## src/rtl/reg_cmd_ctrl_pkg.sv

```systemverilog
// Shared definitions for the register-file command controller.
// Pure declarations; no logic, no latency.
// Command codes, default widths and the controller FSM state encoding.
package reg_cmd_ctrl_pkg;

  // Default widths: one byte on the UART side, 16 registers behind the port.
  localparam int DEF_DATA_WIDTH = 8;
  localparam int DEF_ADDR_WIDTH = 4;

  // Frame opcodes carried in the first byte of every host frame.
  localparam logic [7:0] WR_CMD = 8'hAA;  // cmd, addr, data
  localparam logic [7:0] RD_CMD = 8'hBB;  // cmd, addr

  // Controller states. WR_ACK is only reachable when write echo is built in.
  typedef enum logic [2:0] {
    IDLE    = 3'd0,
    WR_ADDR = 3'd1,
    WR_DATA = 3'd2,
    RD_ADDR = 3'd3,
    RD_WAIT = 3'd4,
    TX_SEND = 3'd5,
    TX_HOLD = 3'd6,
    WR_ACK  = 3'd7
  } state_t;

endpackage

```

## src/rtl/reg_cmd_ctrl.sv

```systemverilog
// Purpose: decode UART write/read byte frames into register-file strobes and return read data to UART TX.
// Latency: WrEn/RdEn one cycle after the last frame byte; read data captured one cycle after RdData_Valid.
// Backpressure: TX request held while TX_Busy=1; bytes arriving outside a frame-accepting state are dropped.
// Build option: define REG_CMD_WR_ACK_EN to echo every written byte back through the TX path.
module reg_cmd_ctrl
  import reg_cmd_ctrl_pkg::*;
#(
  parameter int DATA_WIDTH = DEF_DATA_WIDTH,
  parameter int ADDR_WIDTH = DEF_ADDR_WIDTH
) (
  input  logic                  CLK,
  input  logic                  RST,
  input  logic [DATA_WIDTH-1:0] RX_P_DATA,
  input  logic                  RX_D_VLD,
  input  logic [DATA_WIDTH-1:0] RdData,
  input  logic                  RdData_Valid,
  input  logic                  TX_Busy,
  output logic                  WrEn,
  output logic                  RdEn,
  output logic [ADDR_WIDTH-1:0] Address,
  output logic [DATA_WIDTH-1:0] WrData,
  output logic [DATA_WIDTH-1:0] TX_P_DATA,
  output logic                  TX_D_VLD,
  output logic                  Cmd_Err
);

  // Opcodes resized to the byte width so the compares stay width-clean.
  localparam logic [DATA_WIDTH-1:0] WR_CMD_W = DATA_WIDTH'(WR_CMD);
  localparam logic [DATA_WIDTH-1:0] RD_CMD_W = DATA_WIDTH'(RD_CMD);

  state_t                  state_q;
  state_t                  state_nxt;

  // D-side of the registered outputs; every output leaves the block from a flop.
  logic                    wr_en_nxt;
  logic                    rd_en_nxt;
  logic [ADDR_WIDTH-1:0]   addr_nxt;
  logic [DATA_WIDTH-1:0]   wr_data_nxt;
  logic [DATA_WIDTH-1:0]   tx_data_nxt;
  logic                    tx_vld_nxt;
  logic                    cmd_err_nxt;

  // Convenience decodes of the incoming byte.
  logic                    rx_is_wr;
  logic                    rx_is_rd;

  assign rx_is_wr = (RX_P_DATA == WR_CMD_W);
  assign rx_is_rd = (RX_P_DATA == RD_CMD_W);

  // State register; reset anywhere in a frame drops back to IDLE.
  always_ff @(posedge CLK or negedge RST) begin
    if (!RST) begin
      state_q <= IDLE;
    end else begin
      state_q <= state_nxt;
    end
  end

  // Next-state decode: frame parsing, read wait and the two-step TX handshake.
  always_comb begin
    state_nxt = state_q;
    case (state_q)
      IDLE: begin
        if (RX_D_VLD) begin
          if (rx_is_wr) begin
            state_nxt = WR_ADDR;
          end else if (rx_is_rd) begin
            state_nxt = RD_ADDR;
          end
        end
      end
      WR_ADDR: begin
        if (RX_D_VLD) begin
          state_nxt = WR_DATA;
        end
      end
      WR_DATA: begin
        if (RX_D_VLD) begin
`ifdef REG_CMD_WR_ACK_EN
          state_nxt = WR_ACK;
`else
          state_nxt = IDLE;
`endif
        end
      end
      RD_ADDR: begin
        if (RX_D_VLD) begin
          state_nxt = RD_WAIT;
        end
      end
      RD_WAIT: begin
        if (RdData_Valid) begin
          state_nxt = TX_SEND;
        end
      end
      TX_SEND: begin
        // Only request once the serializer is free.
        if (!TX_Busy) begin
          state_nxt = TX_HOLD;
        end
      end
      TX_HOLD: begin
        // Wait until the serializer shows it took the byte before accepting
        // another frame, so a second request cannot slip in behind the first.
        if (TX_Busy) begin
          state_nxt = IDLE;
        end
      end
      WR_ACK: begin
`ifdef REG_CMD_WR_ACK_EN
        state_nxt = TX_SEND;
`else
        state_nxt = IDLE;
`endif
      end
      default: begin
        state_nxt = IDLE;
      end
    endcase
  end

  // Output decode: strobes default low, captured fields hold their last value.
  always_comb begin
    wr_en_nxt   = 1'b0;
    rd_en_nxt   = 1'b0;
    tx_vld_nxt  = 1'b0;
    cmd_err_nxt = 1'b0;
    addr_nxt    = Address;
    wr_data_nxt = WrData;
    tx_data_nxt = TX_P_DATA;
    case (state_q)
      IDLE: begin
        // Anything that is not a known opcode is flagged and discarded.
        if (RX_D_VLD && !rx_is_wr && !rx_is_rd) begin
          cmd_err_nxt = 1'b1;
        end
      end
      WR_ADDR: begin
        // Upper address bits are ignored; the register file is small.
        if (RX_D_VLD) begin
          addr_nxt = RX_P_DATA[ADDR_WIDTH-1:0];
        end
      end
      WR_DATA: begin
        if (RX_D_VLD) begin
          wr_en_nxt   = 1'b1;
          wr_data_nxt = RX_P_DATA;
        end
      end
      RD_ADDR: begin
        if (RX_D_VLD) begin
          addr_nxt  = RX_P_DATA[ADDR_WIDTH-1:0];
          rd_en_nxt = 1'b1;
        end
      end
      RD_WAIT: begin
        if (RdData_Valid) begin
          tx_data_nxt = RdData;
        end
      end
      TX_SEND: begin
        if (!TX_Busy) begin
          tx_vld_nxt = 1'b1;
        end
      end
      WR_ACK: begin
`ifdef REG_CMD_WR_ACK_EN
        // WrData already holds the byte written in the previous cycle.
        tx_data_nxt = WrData;
`endif
      end
      default: begin
      end
    endcase
  end

  // Output registers; all cleared by reset so no stale strobe survives an abort.
  always_ff @(posedge CLK or negedge RST) begin
    if (!RST) begin
      WrEn      <= 1'b0;
      RdEn      <= 1'b0;
      Address   <= '0;
      WrData    <= '0;
      TX_P_DATA <= '0;
      TX_D_VLD  <= 1'b0;
      Cmd_Err   <= 1'b0;
    end else begin
      WrEn      <= wr_en_nxt;
      RdEn      <= rd_en_nxt;
      Address   <= addr_nxt;
      WrData    <= wr_data_nxt;
      TX_P_DATA <= tx_data_nxt;
      TX_D_VLD  <= tx_vld_nxt;
      Cmd_Err   <= cmd_err_nxt;
    end
  end

endmodule

```

## config.mk

```make
export PLATFORM = sky130hd
export DESIGN_NAME = reg_cmd_ctrl
export DESIGN_NICKNAME = d
export VERILOG_FILES = /design/src/rtl/reg_cmd_ctrl_pkg.sv /design/src/rtl/reg_cmd_ctrl.sv
export SDC_FILE = /design/constraint.sdc
export NUM_CORES = 1
export LEC_CHECK = 0
export BUFFER_PORTS_ARGS = -buffer_cell sky130_fd_sc_hd__buf_2
export CAP_MARGIN = 20
export CORE_ASPECT_RATIO = 1.1
export CORE_MARGIN = 4
export CORE_UTILIZATION = 50
export DETAILED_ROUTE_END_ITERATION = 10
export PLACE_DENSITY = 0.8
export REMOVE_ABC_BUFFERS = 1
export SYNTH_ARGS = -nofsm -noshare
export SYNTH_HDL_FRONTEND = slang
export SYNTH_SLANG_ARGS = --single-unit
```

## constraint.sdc

```tcl
create_clock -name CLK -period 3.3 [get_ports CLK]
set_clock_uncertainty 0.1 [all_clocks]
set_input_delay 0.33 -clock CLK [delete_from_list [all_inputs] [get_ports CLK]]
set_output_delay 0.33 -clock CLK [all_outputs]
set_load 0.02 [all_outputs]
```

==> run metrics <==
largest net degree at the start of global routing 28; # nets final 148; Critical Path AT 2.15 ns; layout cells sized above 1 0.571; Final Critical Period 2.02 ns; Final period util 0.613; Die Y 58.2 um; DR vias 807; critical path capture point type flop; antenna violations before repair 0; Hold Startpoint RdData[0]; Num CTS Buffers 3; fmax 0.495 GHz; Final TNS setup 0 ns; mapped cell area 1140 um2; setup slack, reg-to-reg 1.28 ns; peak supply drop 480 uV; max cap viols 0; DRT iter0 DRCs 16; Power Dens Cells 830 nW/um2; TritonCTS clock tree built; Worst slew margin 0.540; CTS H-Tree Depth 1; result of the run finished clean; row cnt 17; PortBufs 44; Post-Layout Cell Count 154; Final GP Congestion 0.860; drt pass-1 iters 4; worst slew pin tran 0.686 ns; sequential share of the synthesized area 0.590; mean area per synthesized cell 14.1 um2; Critical R2R Launch state_q[2]$_DFFE_PN0P_; global-route wire length before repair 3.66 mm; synth warn 0; PostCTS Resize Cnt 0; CTS clk-pin slew, worst paths 0.14 ns; worst skew pair latency 0.32 ns; leakage 0.731 nW; Vias/cell 5.24; required time of the critical path 3.43 ns; crit path kind reg -> reg; DP Cell Count 149; Avg WL per Cell 14.4 um; grt total ovfl 0; crit start category flop; Die X 53.6 um; Layout area overhead 23.1%; number of max-slew violations in the final report 0; # DRC 0; post-synthesis register bit count 27; IO Count 45; Hold Fails Final Rpt 0; aggregate global-route resource usage 0.159; number of global-route vias before repair 845; Root Buffer clkbuf_4; CP max FO 11; die area 3120 um2; n_diodes 0; final wirelength 2.21 mm; RSZ-0062 raised after global routing no; HPWL after DPL 1.76 mm; Cells after Synth 81; distinct cell type count of the synthesized netlist 27; Final ANT Viol Nets 0; final core occ 0.676; Critical Path Start state_q[2]$_DFFE_PN0P_; Core Box Area 2080 um2; worst min-delay path class in -> reg; final setup fails 0; Clock Tree Buf Depth 2; Initial Util 0.549; clock sink count 27
where the power goes:
part / total, W / switching (W) / internal (W)
Clock: 0.000144 / 0.0000978 / 0.0000463
Combinational: 0.000491 / 0.000276 / 0.000215
Sequential: 0.000534 / 0.0000744 / 0.000459
metal layers:
| metal | wire (um) | vias to the layer above | track usage |
|---|---|---|---|
| met4 | 23 | 0 | 0.0657 |
| met2 | 1220 | 21 | 0.285 |
| met3 | 117 | 4 | 0.0334 |
| met5 | 0 | - | 0 |
| li1 | - | 382 | - |
| met1 | 844 | 400 | 0.178 |
placed cells by master (no fill, tap or decap):
cell type / n
nor2b_1: 2
a21o_1: 1
clkbuf_4: 3
dlygate4sd3_1: 1
o22ai_1: 1
a221o_1: 1
o21ai_0: 2
a21oi_1: 1
o32a_1: 1
o31a_1: 1
mux2_2: 20
nor3_4: 1
nor4_1: 1
buf_2: 44
nor3b_2: 1
xor2_1: 1
nand2_2: 1
or2_2: 1
nand2b_1: 3
a31oi_1: 1
dfrtp_1: 27
o22a_1: 1
and3_1: 1
nand4b_1: 1
nand2_1: 2
nor3_1: 3
nor3b_1: 2
clkinvlp_4: 1
timing repair:
| action | CTS | global route |
|---|---|---|
| hold endpoints to repair | 27 | 0 |
| hold buffers | 1 | 0 |
| buffers inserted | 0 | 0 |
| setup endpoints to repair | 0 | 0 |
critical path: stages, from the launching register on:
cell	delay, ns
dfrtp_1	0.52
nand2b_1	0.27
nor3b_2	0.62
mux2_2	0.41
registers in the layout, summed over array words and instances, names as in the netlist:
register	count
Cmd_Err	1
WrData	8
Address	4
state_q	3
RdEn	1
TX_P_DATA	8
WrEn	1
TX_D_VLD	1
logic make-up (layout without fill, tap and decap cells):
logic type / after synthesis / after routing / share of synthesized area
buf+inv: 4 / 49 / 0.0273
mux: 20 / 20 / 0.197
flops: 27 / 27 / 0.590
simple gates: 19 / 19 / 0.115
compound gates: 10 / 10 / 0.0634
xor+xnor: 1 / 1 / 0.00765
Yosys cell counts:
master | n | share of area
dfrtp_1 | 27 | 0.59
mux2_2 | 20 | 0.20
nand2b_1 | 3 | 0.016
nor3_1 | 3 | 0.013
buf_4 | 2 | 0.013
nand2_1 | 2 | 0.0066
nor2b_1 | 2 | 0.011
nor3b_1 | 2 | 0.013
o21ai_0 | 2 | 0.0087
a21o_1 | 1 | 0.0066
a21oi_1 | 1 | 0.0044
a221o_1 | 1 | 0.0087
a31oi_1 | 1 | 0.0055
and3_1 | 1 | 0.0055
buf_2 | 1 | 0.0044
buf_6 | 1 | 0.0098
nand2_2 | 1 | 0.0055
nand4b_1 | 1 | 0.0077
nor3_4 | 1 | 0.014
nor3b_2 | 1 | 0.011
nor4_1 | 1 | 0.0055
o22a_1 | 1 | 0.0077
o22ai_1 | 1 | 0.0055
o31a_1 | 1 | 0.0077
o32a_1 | 1 | 0.0087
or2_2 | 1 | 0.0055
xor2_1 | 1 | 0.0077
cell type report:
type,instances,area (um2)
clock buffers,3,22.5
clock inverters,1,7.51
fillers,185,676
multi-input cells,50,438
flip-flops and latches,27,676
well taps,28,35.0
repair buffers,45,230
path summary, 6_finish.rpt:
path,endpoint,cells past startpoint
setup reg to reg,WrData[4]$_DFFE_PN0P_,3
max in group asynchronous,TX_P_DATA[3]$_DFFE_PN0P_,2
hold / removal,TX_P_DATA[0]$_DFFE_PN0P_,2
hold reg to reg,TX_P_DATA[0]$_DFFE_PN0P_,1
min in group asynchronous,WrData[1]$_DFFE_PN0P_,2
setup / recovery,WrData[4]$_DFFE_PN0P_,3
metrics by stage:
step / worst slack (ns) / total power (W) / hold slack [ns] / area [um2]
6_report: 1.28 / 0.00117 / 0.125 / 1410
5_1_grt: 1.14 / 0.00124 / 0.0967 / 1410
2_1_floorplan: 1.56 / 0.000853 / -0.0656 / 1110
3_3_place_gp: 1.41 / 0.00102 / 0.251 / 1370
4_1_cts: 1.28 / 0.00118 / 0.119 / 1410
3_5_place_dp: 1.30 / 0.00104 / 0.265 / 1370
(Power assumes the default switching activity.)
